`src/rtl/sisc_lsu_if.sv`:
```
// Request/response and data-memory bus of the SISC load/store unit.
// master = control unit plus data memory side, slave = the LSU itself.
interface sisc_lsu_if #(
  parameter int ADDR_W = 16,
  parameter int DATA_W = 32
);
  logic              start;
  logic              op_st;
  logic [DATA_W-1:0] base;
  logic [15:0]       offset;
  logic [DATA_W-1:0] st_data;
  logic              busy;
  logic              done;
  logic [DATA_W-1:0] ld_data;
  logic              addr_err;
  logic [ADDR_W-1:0] dm_read_addr;
  logic [ADDR_W-1:0] dm_write_addr;
  logic [DATA_W-1:0] dm_write_data;
  logic              dm_we;
  logic [DATA_W-1:0] dm_read_data;

  modport master (
    output start, op_st, base, offset, st_data, dm_read_data,
    input  busy, done, ld_data, addr_err,
    input  dm_read_addr, dm_write_addr, dm_write_data, dm_we
  );

  modport slave (
    input  start, op_st, base, offset, st_data, dm_read_data,
    output busy, done, ld_data, addr_err,
    output dm_read_addr, dm_write_addr, dm_write_data, dm_we
  );
endinterface

```
`src/rtl/sisc_lsu.sv`:
```
// SISC load/store unit: one request at a time, 3 cycles per request,
// sole driver of the data memory (writes commit on the dm_we fall).
module sisc_lsu #(
  parameter int ADDR_W   = 16,
  parameter int DATA_W   = 32,
  parameter int MAX_ADDR = 65532
) (
  input  logic     clk,
  input  logic     rst,
  sisc_lsu_if.slave bus
);
  typedef enum logic [2:0] {
    IDLE, LD_WAIT, LD_CAP, ST_SET, ST_PULSE, DONE
  } state_t;

  state_t            r_state;
  logic              r_busy;
  logic              r_done;
  logic [DATA_W-1:0] r_ld_data;
  logic              r_addr_err;
  logic              r_err;
  logic [ADDR_W-1:0] r_rd_addr;
  logic [ADDR_W-1:0] r_wr_addr;
  logic [DATA_W-1:0] r_wr_data;
  logic              r_we;

  logic [ADDR_W-1:0] w_ea;
  logic              w_err;
  logic              w_unused;

  // EA wraps modulo 2^ADDR_W; base bits above the address width are ignored
  assign w_ea     = bus.base[ADDR_W-1:0] + ADDR_W'($signed(bus.offset));
  assign w_err    = (w_ea > ADDR_W'(MAX_ADDR));
  assign w_unused = &{1'b0, bus.base[DATA_W-1:ADDR_W]};

  always_ff @(posedge clk) begin
    if (rst) begin
      r_state    <= IDLE;
      r_busy     <= 1'b0;
      r_done     <= 1'b0;
      r_ld_data  <= '0;
      r_addr_err <= 1'b0;
      r_err      <= 1'b0;
      r_rd_addr  <= '0;
      r_we       <= 1'b0;
      // a write pulse cut by reset still commits, so its address/data must hold
      if (!r_we) begin
        r_wr_addr <= '0;
        r_wr_data <= '0;
      end
    end else begin
      r_done <= 1'b0;
      case (r_state)
        IDLE, DONE: begin
          r_state <= IDLE;
          if (bus.start) begin
            r_busy <= 1'b1;
            r_err  <= w_err;
            if (bus.op_st) begin
              r_state <= ST_SET;
              if (!w_err) begin
                r_wr_addr <= w_ea;
                r_wr_data <= bus.st_data;
              end
            end else begin
              r_state <= LD_WAIT;
              if (!w_err) r_rd_addr <= w_ea;
            end
          end
        end
        LD_WAIT: begin
          r_state   <= LD_CAP;
          r_ld_data <= r_err ? '0 : bus.dm_read_data;
        end
        LD_CAP: begin
          r_state    <= DONE;
          r_done     <= 1'b1;
          r_busy     <= 1'b0;
          r_addr_err <= r_err;
        end
        ST_SET: begin
          r_state <= ST_PULSE;
          r_we    <= ~r_err;
        end
        ST_PULSE: begin
          r_state    <= DONE;
          r_we       <= 1'b0;
          r_done     <= 1'b1;
          r_busy     <= 1'b0;
          r_addr_err <= r_err;
        end
        default: r_state <= IDLE;
      endcase
    end
  end

  assign bus.busy          = r_busy;
  assign bus.done          = r_done;
  assign bus.ld_data       = r_ld_data;
  assign bus.addr_err      = r_addr_err;
  assign bus.dm_read_addr  = r_rd_addr;
  assign bus.dm_write_addr = r_wr_addr;
  assign bus.dm_write_data = r_wr_data;
  assign bus.dm_we         = r_we;
endmodule

```
`src/flat_wrapper.sv`:
```
// flat-port wrapper written by rule: the top's interface ports become plain ports
module sisc_lsu_flat 
#(
  parameter int ADDR_W   = 16,
  parameter int DATA_W   = 32,
  parameter int MAX_ADDR = 65532
)
  (clk, rst, bus_start, bus_op_st, bus_base, bus_offset, bus_st_data, bus_dm_read_data, bus_busy, bus_done, bus_ld_data, bus_addr_err, bus_dm_read_addr, bus_dm_write_addr, bus_dm_write_data, bus_dm_we);
  sisc_lsu_if #(.ADDR_W(ADDR_W), .DATA_W(DATA_W)) bus_i ();
  input  logic clk;
  input  logic rst;
  input wire logic [$bits(bus_i.start)-1:0] bus_start;
  input wire logic [$bits(bus_i.op_st)-1:0] bus_op_st;
  input wire logic [$bits(bus_i.base)-1:0] bus_base;
  input wire logic [$bits(bus_i.offset)-1:0] bus_offset;
  input wire logic [$bits(bus_i.st_data)-1:0] bus_st_data;
  input wire logic [$bits(bus_i.dm_read_data)-1:0] bus_dm_read_data;
  output wire logic [$bits(bus_i.busy)-1:0] bus_busy;
  output wire logic [$bits(bus_i.done)-1:0] bus_done;
  output wire logic [$bits(bus_i.ld_data)-1:0] bus_ld_data;
  output wire logic [$bits(bus_i.addr_err)-1:0] bus_addr_err;
  output wire logic [$bits(bus_i.dm_read_addr)-1:0] bus_dm_read_addr;
  output wire logic [$bits(bus_i.dm_write_addr)-1:0] bus_dm_write_addr;
  output wire logic [$bits(bus_i.dm_write_data)-1:0] bus_dm_write_data;
  output wire logic [$bits(bus_i.dm_we)-1:0] bus_dm_we;
  assign bus_i.start = bus_start;
  assign bus_i.op_st = bus_op_st;
  assign bus_i.base = bus_base;
  assign bus_i.offset = bus_offset;
  assign bus_i.st_data = bus_st_data;
  assign bus_i.dm_read_data = bus_dm_read_data;
  assign bus_busy = bus_i.busy;
  assign bus_done = bus_i.done;
  assign bus_ld_data = bus_i.ld_data;
  assign bus_addr_err = bus_i.addr_err;
  assign bus_dm_read_addr = bus_i.dm_read_addr;
  assign bus_dm_write_addr = bus_i.dm_write_addr;
  assign bus_dm_write_data = bus_i.dm_write_data;
  assign bus_dm_we = bus_i.dm_we;
  sisc_lsu #(.ADDR_W(ADDR_W), .DATA_W(DATA_W), .MAX_ADDR(MAX_ADDR)) u_core (.clk(clk), .rst(rst), .bus(bus_i));
endmodule
```
`config.mk`:
```
export PLATFORM = sky130hd
export DESIGN_NAME = sisc_lsu_flat
export DESIGN_NICKNAME = d
export VERILOG_FILES = /design/src/rtl/sisc_lsu_if.sv /design/src/rtl/sisc_lsu.sv /design/src/flat_wrapper.sv
export SDC_FILE = /design/constraint.sdc
export NUM_CORES = 1
export LEC_CHECK = 0
export CORE_ASPECT_RATIO = 0.6
export CORE_MARGIN = 4
export CORE_UTILIZATION = 40
export CTS_BUF_LIST = sky130_fd_sc_hd__clkbuf_8
export DETAILED_ROUTE_END_ITERATION = 8
export PLACE_DENSITY = 0.77
export REMOVE_ABC_BUFFERS = 1
export SYNTH_ARGS = -nofsm -noshare
export SYNTH_HDL_FRONTEND = slang
export SYNTH_SLANG_ARGS = --single-unit
```
`constraint.sdc`:
```
create_clock -name clk -period 7.18 [get_ports clk]
set_input_delay 0.718 -clock clk [delete_from_list [all_inputs] [get_ports clk]]
set_output_delay 0.718 -clock clk [all_outputs]
set_load 0.005 [all_outputs]
```
# ---- Yosys cells after proc, flatten, opt, wreduce, memory -nomap -nowiden
# Index checks and enable logic that the tools add are counted.
dict set report word_totals {
  regBits 104
  inputBits 116
  output_inout_bits 100
  elab_cells 55
}
dict set report op_classes {
  addsub 1
  order_cmp 1
  n_eq_ne 8
  mux 20
  bitwise 3
  n_reduce_logical 12
}
# op count
set ops {}
lappend ops {{32-bit two-way mux} 7}
lappend ops {{16-bit two-way mux} 6}
lappend ops {{16-bit adder} 1}
lappend ops {{16-bit greater-than comparator, second input constant} 1}
lappend ops {{3-bit one-hot mux with 4 select lines} 1}
lappend ops {{2-bit nonzero test} 5}
lappend ops {{3-bit by 2-bit == test with 1-bit output, second input constant} 2}
lappend ops {{3-bit == test, second input constant} 2}
lappend ops {{2-bit != test, second input constant} 3}
lappend ops {{5-bit AND reduction} 1}
lappend ops {{1-bit one-hot mux with 2 select lines} 2}
lappend ops {{2-bit AND reduction} 2}
lappend ops {{4-bit AND reduction} 1}
lappend ops {{2-bit OR reduction} 2}
lappend ops {{3-bit by 1-bit == test with 1-bit output, second input constant} 1}
lappend ops {{3-bit zero test} 1}
lappend ops {{3-bit two-way mux} 1}
lappend ops {{1-bit NOT} 3}
lappend ops {{1-bit two-way mux} 2}
lappend ops {{2-bit two-way mux} 1}

# ---- Logic depth before layout (Yosys ltp)
dict set report logic_depth {
  ltp_word 7
  depth_mapped 12
  mapped_depth_nobuf 11
}

# ---- Worst setup path after synthesis
# Ideal clock, no wire load.
dict set report synth_timing {
  kind {in2reg}
  start {in bus_offset[0]}
  end {reg u_core.r_wr_addr[0] (netlist: u_core.bus.dm_write_addr[0]) (enable)}
  setup_time_ns 0.471
  arrival_time_ns 5.093
  t_required_ns 6.709
  setup_slack_ns 1.617
  stages 11
  n_path_buf 0
  path_cell_list {ha_1 > inv_1 > fa_1 > nand2b_1 > a21oi_1 > a2111oi_2 > or3b_1 > and4bb_2 > nand4_2 > nor2_1 > o22ai_1}
}
dict set report synth_between {
  elab_chain_len 4
}
# element line
set synth_lines {}
lappend synth_lines {{start: declaration} flat_wrapper.sv:15} ;# input wire logic [$bits(bus_i.offset)-1:0] bus_offset;
lappend synth_lines {{16-bit adder} sisc_lsu.sv:32} ;# assign w_ea = bus.base[ADDR_W-1:0] + ADDR_W'($signed(bus.offset));
lappend synth_lines {{16-bit greater-than comparator} sisc_lsu.sv:33} ;# assign w_err = (w_ea > ADDR_W'(MAX_ADDR));
lappend synth_lines {{2-bit != test (no source line)} -}
lappend synth_lines {{5-bit AND reduction (no source line)} -}
lappend synth_lines {{end signal: assignment} sisc_lsu.sv:62} ;# r_wr_addr <= w_ea;
lappend synth_lines {{end: declaration} sisc_lsu.sv:23} ;# logic [ADDR_W-1:0] r_wr_addr;
# No other way between the ends.
# A chain may end at the register's enable or synchronous reset.

# ---- Worst setup path after layout
dict set report layout_timing {
  start {in bus_base[0]}
  end {reg u_core.r_wr_addr[13] (netlist: u_core.bus.dm_write_addr[13]) (enable)}
}
dict set report layout_between {
  elab_chain_len 4
}
# element line
set layout_lines {}
lappend layout_lines {{start: declaration} flat_wrapper.sv:14} ;# input wire logic [$bits(bus_i.base)-1:0] bus_base;
lappend layout_lines {{16-bit adder} sisc_lsu.sv:32}
lappend layout_lines {{16-bit greater-than comparator} sisc_lsu.sv:33}
lappend layout_lines {{2-bit != test (no source line)} -}
lappend layout_lines {{5-bit AND reduction (no source line)} -}
# No other way between the ends.

==> results by group <==
Logic synthesis
  • Post-synth ARST share: 0%
  • Post-synthesis cell type count: 66
  • Most common cell in the netlist: dfxtp_1
  • Synth top cells by count: dfxtp_1 (56), edfxtp_1 (48), nor2b_1 (37)
  • Post-synth top area share: 29.8%
  • Post-Syn Area: 0.00484 mm^2
  • Yosys reg bits: 104
  • Yosys Warn Count: 0
  • Leading post-synthesis cells by cell area: edfxtp_1 (30%), dfxtp_1 (23%), a22o_1 (5.8%)
  • Most area-hungry cell type in the Yosys netlist: edfxtp_1
  • Register area share after synthesis: 52.9%
  • Mapped Cells: 443
  • Post-synth EDFFs: 48
  • Mean Syn Cell Area: between 10 and 15 um^2
  • Top_reg_cell synth: dfxtp_1

STA
  • F_max: around 0.21 GHz
  • Slew headroom: 15.3%
  • Final worst path period share: between 60% and 70%
  • Fin. Hold Viols: 0
  • Period minus WS final: around 4700 ps
  • Actual slew at the worst max-slew pin: 1270 ps
  • RSZ-0062 raised after global routing: no
  • Clk_skew: 10.8 ps
  • Max Slew Vio Count: 0
  • Setup Viol. Count Final: 0
  • Final setup TNS: 0 ps

Finish
  • Area Growth Syn to Fin: 47.9%
  • Fraction of layout cells with a size suffix above 1: 6.01%
  • Final net count: 759
  • Ant. Diodes: 0
  • Post-Route Utilization: 62.0%

Clock network
  • Post-CTS Hold Fix Bufs: 0
  • CTS resizes: 0
  • CTS H-tree depth: 3
  • CTS max path bufs: 2
  • Post CTS Setup Buffer Count: 0
  • Clk_lat worst skew: 360 ps
  • Clock-pin slew on the worst setup and hold paths: 100 ps
  • CTS Buf Count: 9
  • CTS tree: built
  • CTS sink count: approximately 100
  • Root buf cell: clkbuf_8

Place
  • Final RePlAce weighted congestion: 0.870
  • Number of buffers added on ports: 199
  • Hpwl dp: 11400 um

GRT
  • GRT Residual Overflow: 0
  • Tot GR Track Use: about a fifth
  • Global-route wire length before repair: 22500 um
  • Initial antenna violation count: 1
  • Vias in the first global route: 4140
  • Largest net degree at the start of global routing: 54

Detailed routing
  • Routed wire length: 14800 um
  • DR iter-0 viols: 277
  • WL per Instance: 18.7 um
  • Vias per inst: around 5.3
  • DRT antenna net count: 0
  • Drt first pass iters: 5
  • DRC: 0
  • Via count: 4185

Floorplanning
  • Io pins: around 220
  • Die W: 150 um
  • Initial Util: 41.9%
  • Core Footprint: approximately 0.012 mm^2
  • Rows: 30
  • Die H: between 90 and 100 um
  • Die ar.: 0.0140 mm^2

Pwr
  • Pwr dens: 205 mW/mm^2
  • Peak supply drop: approximately 94 uV
  • Leakage power: 0.00262 uW

Hold path
  • Worst hold path class: reg -> reg
  • WHS Path Cells: 1

Critical path
  • Worst R2R Path Depth: 5
  • Crit Path Class: in -> reg
  • WP data arrival: 4760 ps
  • WP data required: around 7200 ps
  • Worst-path maximum fanout: between 40 and 50
  • Worst setup SP type: input pin
  • Worst setup EP type: flop

Run status
  • Status: completed

Job
  • Maxcap violations: 0
==> cell type report <==
class                   count  area, um^2
fillers                   964        4400
repair buffers            202        2010
flip-flops and latches    104        2560
clock buffers               9         124
clock inverters             7        87.6
well taps                 160         200
inverters                  13        48.8
multi-input cells         297        2130
==> where the power goes <==
part           switching (uW)  leakage (uW)  internal, uW
combinational             172       0.00156           201
sequential               25.9      0.000949           677
clock                     201      0.000110           194
total                     399       0.00262          1070
==> placed cells by master, fill, tap and decap left out, types with 3 or more instances in the layout <==
| cell type | count |
|---|---|
| nand2b_1 | 4 |
| o211ai_1 | 3 |
| o311ai_0 | 4 |
| a21oi_1 | 21 |
| o21ai_0 | 10 |
| a21o_1 | 3 |
| a22o_1 | 32 |
| xnor2_1 | 9 |
| a2111oi_0 | 3 |
| ha_1 | 15 |
| o41ai_1 | 5 |
| clkdlybuf4s50_1 | 198 |
| xor2_1 | 4 |
| inv_1 | 15 |
| nor3_1 | 13 |
| nand2_1 | 24 |
| clkbuf_8 | 9 |
| a2bb2oi_1 | 6 |
| nor2b_1 | 37 |
| edfxtp_1 | 48 |
| buf_4 | 3 |
| and3_1 | 5 |
| a32oi_1 | 3 |
| a31oi_1 | 3 |
| nor2_1 | 28 |
| o2111ai_1 | 3 |
| dfxtp_1 | 56 |
| nand3_1 | 9 |
| or2_2 | 3 |
| a211oi_1 | 7 |
==> flip-flops by register name, summed over array words and instances, names as in the netlist <==
register / cells
u_core.bus.done: 1
u_core.bus.dm_read_addr: 16
u_core.bus.ld_data: 32
u_core.bus.dm_write_addr: 16
u_core.bus.dm_we: 1
u_core.r_state: 3
u_core.bus.addr_err: 1
u_core.r_err: 1
u_core.bus.busy: 1
u_core.bus.dm_write_data: 32
==> kinds of logic after synthesis <==
kind of cell / Yosys count / synth area share [%]
compound gates: 128 / 20.7
flops: 104 / 52.9
mux: 1 / 0.232
fa+ha+maj: 16 / 4.29
xor+xnor: 14 / 2.69
buf+inv: 42 / 3.56
simple gates: 138 / 15.6
==> metal layers <==
layer / wire (um) / global-route usage (%) / vias to the layer above
met4: 201 / 4.34 / 2
li1: - / - / 2024
met5: 13 / 0 / -
met2: 6690 / 31.6 / 167
met3: 1370 / 7.31 / 18
met1: 6530 / 27.8 / 1974
==> critical path, stage by stage <==
cell and delay, ps:
clkdlybuf4s50_1 470, ha_1 180, inv_1 60, fa_1 410
nand2b_1 190, a21oi_1 320, o21ai_0 170, a2111oi_0 390
o2111a_1 300, nand4_2 350, nor2_1 630, o22ai_4 160
buf_4 340
==> stage by stage <==
stage	worst slack, ps	hold slack, ps	instance area [um^2]	std cells	total power [uW]
3_3_place_gp	2210	461	6950	776	1080
4_1_cts	2550	491	7160	792	1480
3_5_place_dp	2160	465	6950	776	1090
5_1_grt	2280	509	7160	792	1540
6_report	2460	487	7160	792	1470
2_1_floorplan	1470	442	4720	414	877
==> path summary, 6_finish.rpt <==
check                                            start                           end  slack (ps)
worst min-delay path            u_core.bus.ld_data[31]        u_core.bus.ld_data[31]         490
worst min register to register  u_core.bus.ld_data[31]        u_core.bus.ld_data[31]         490
worst max register to register       u_core.r_state[2]  u_core.bus.dm_write_addr[13]        4630
worst max-delay path                       bus_base[0]  u_core.bus.dm_write_addr[13]        2460
(Power assumes the default switching activity.)
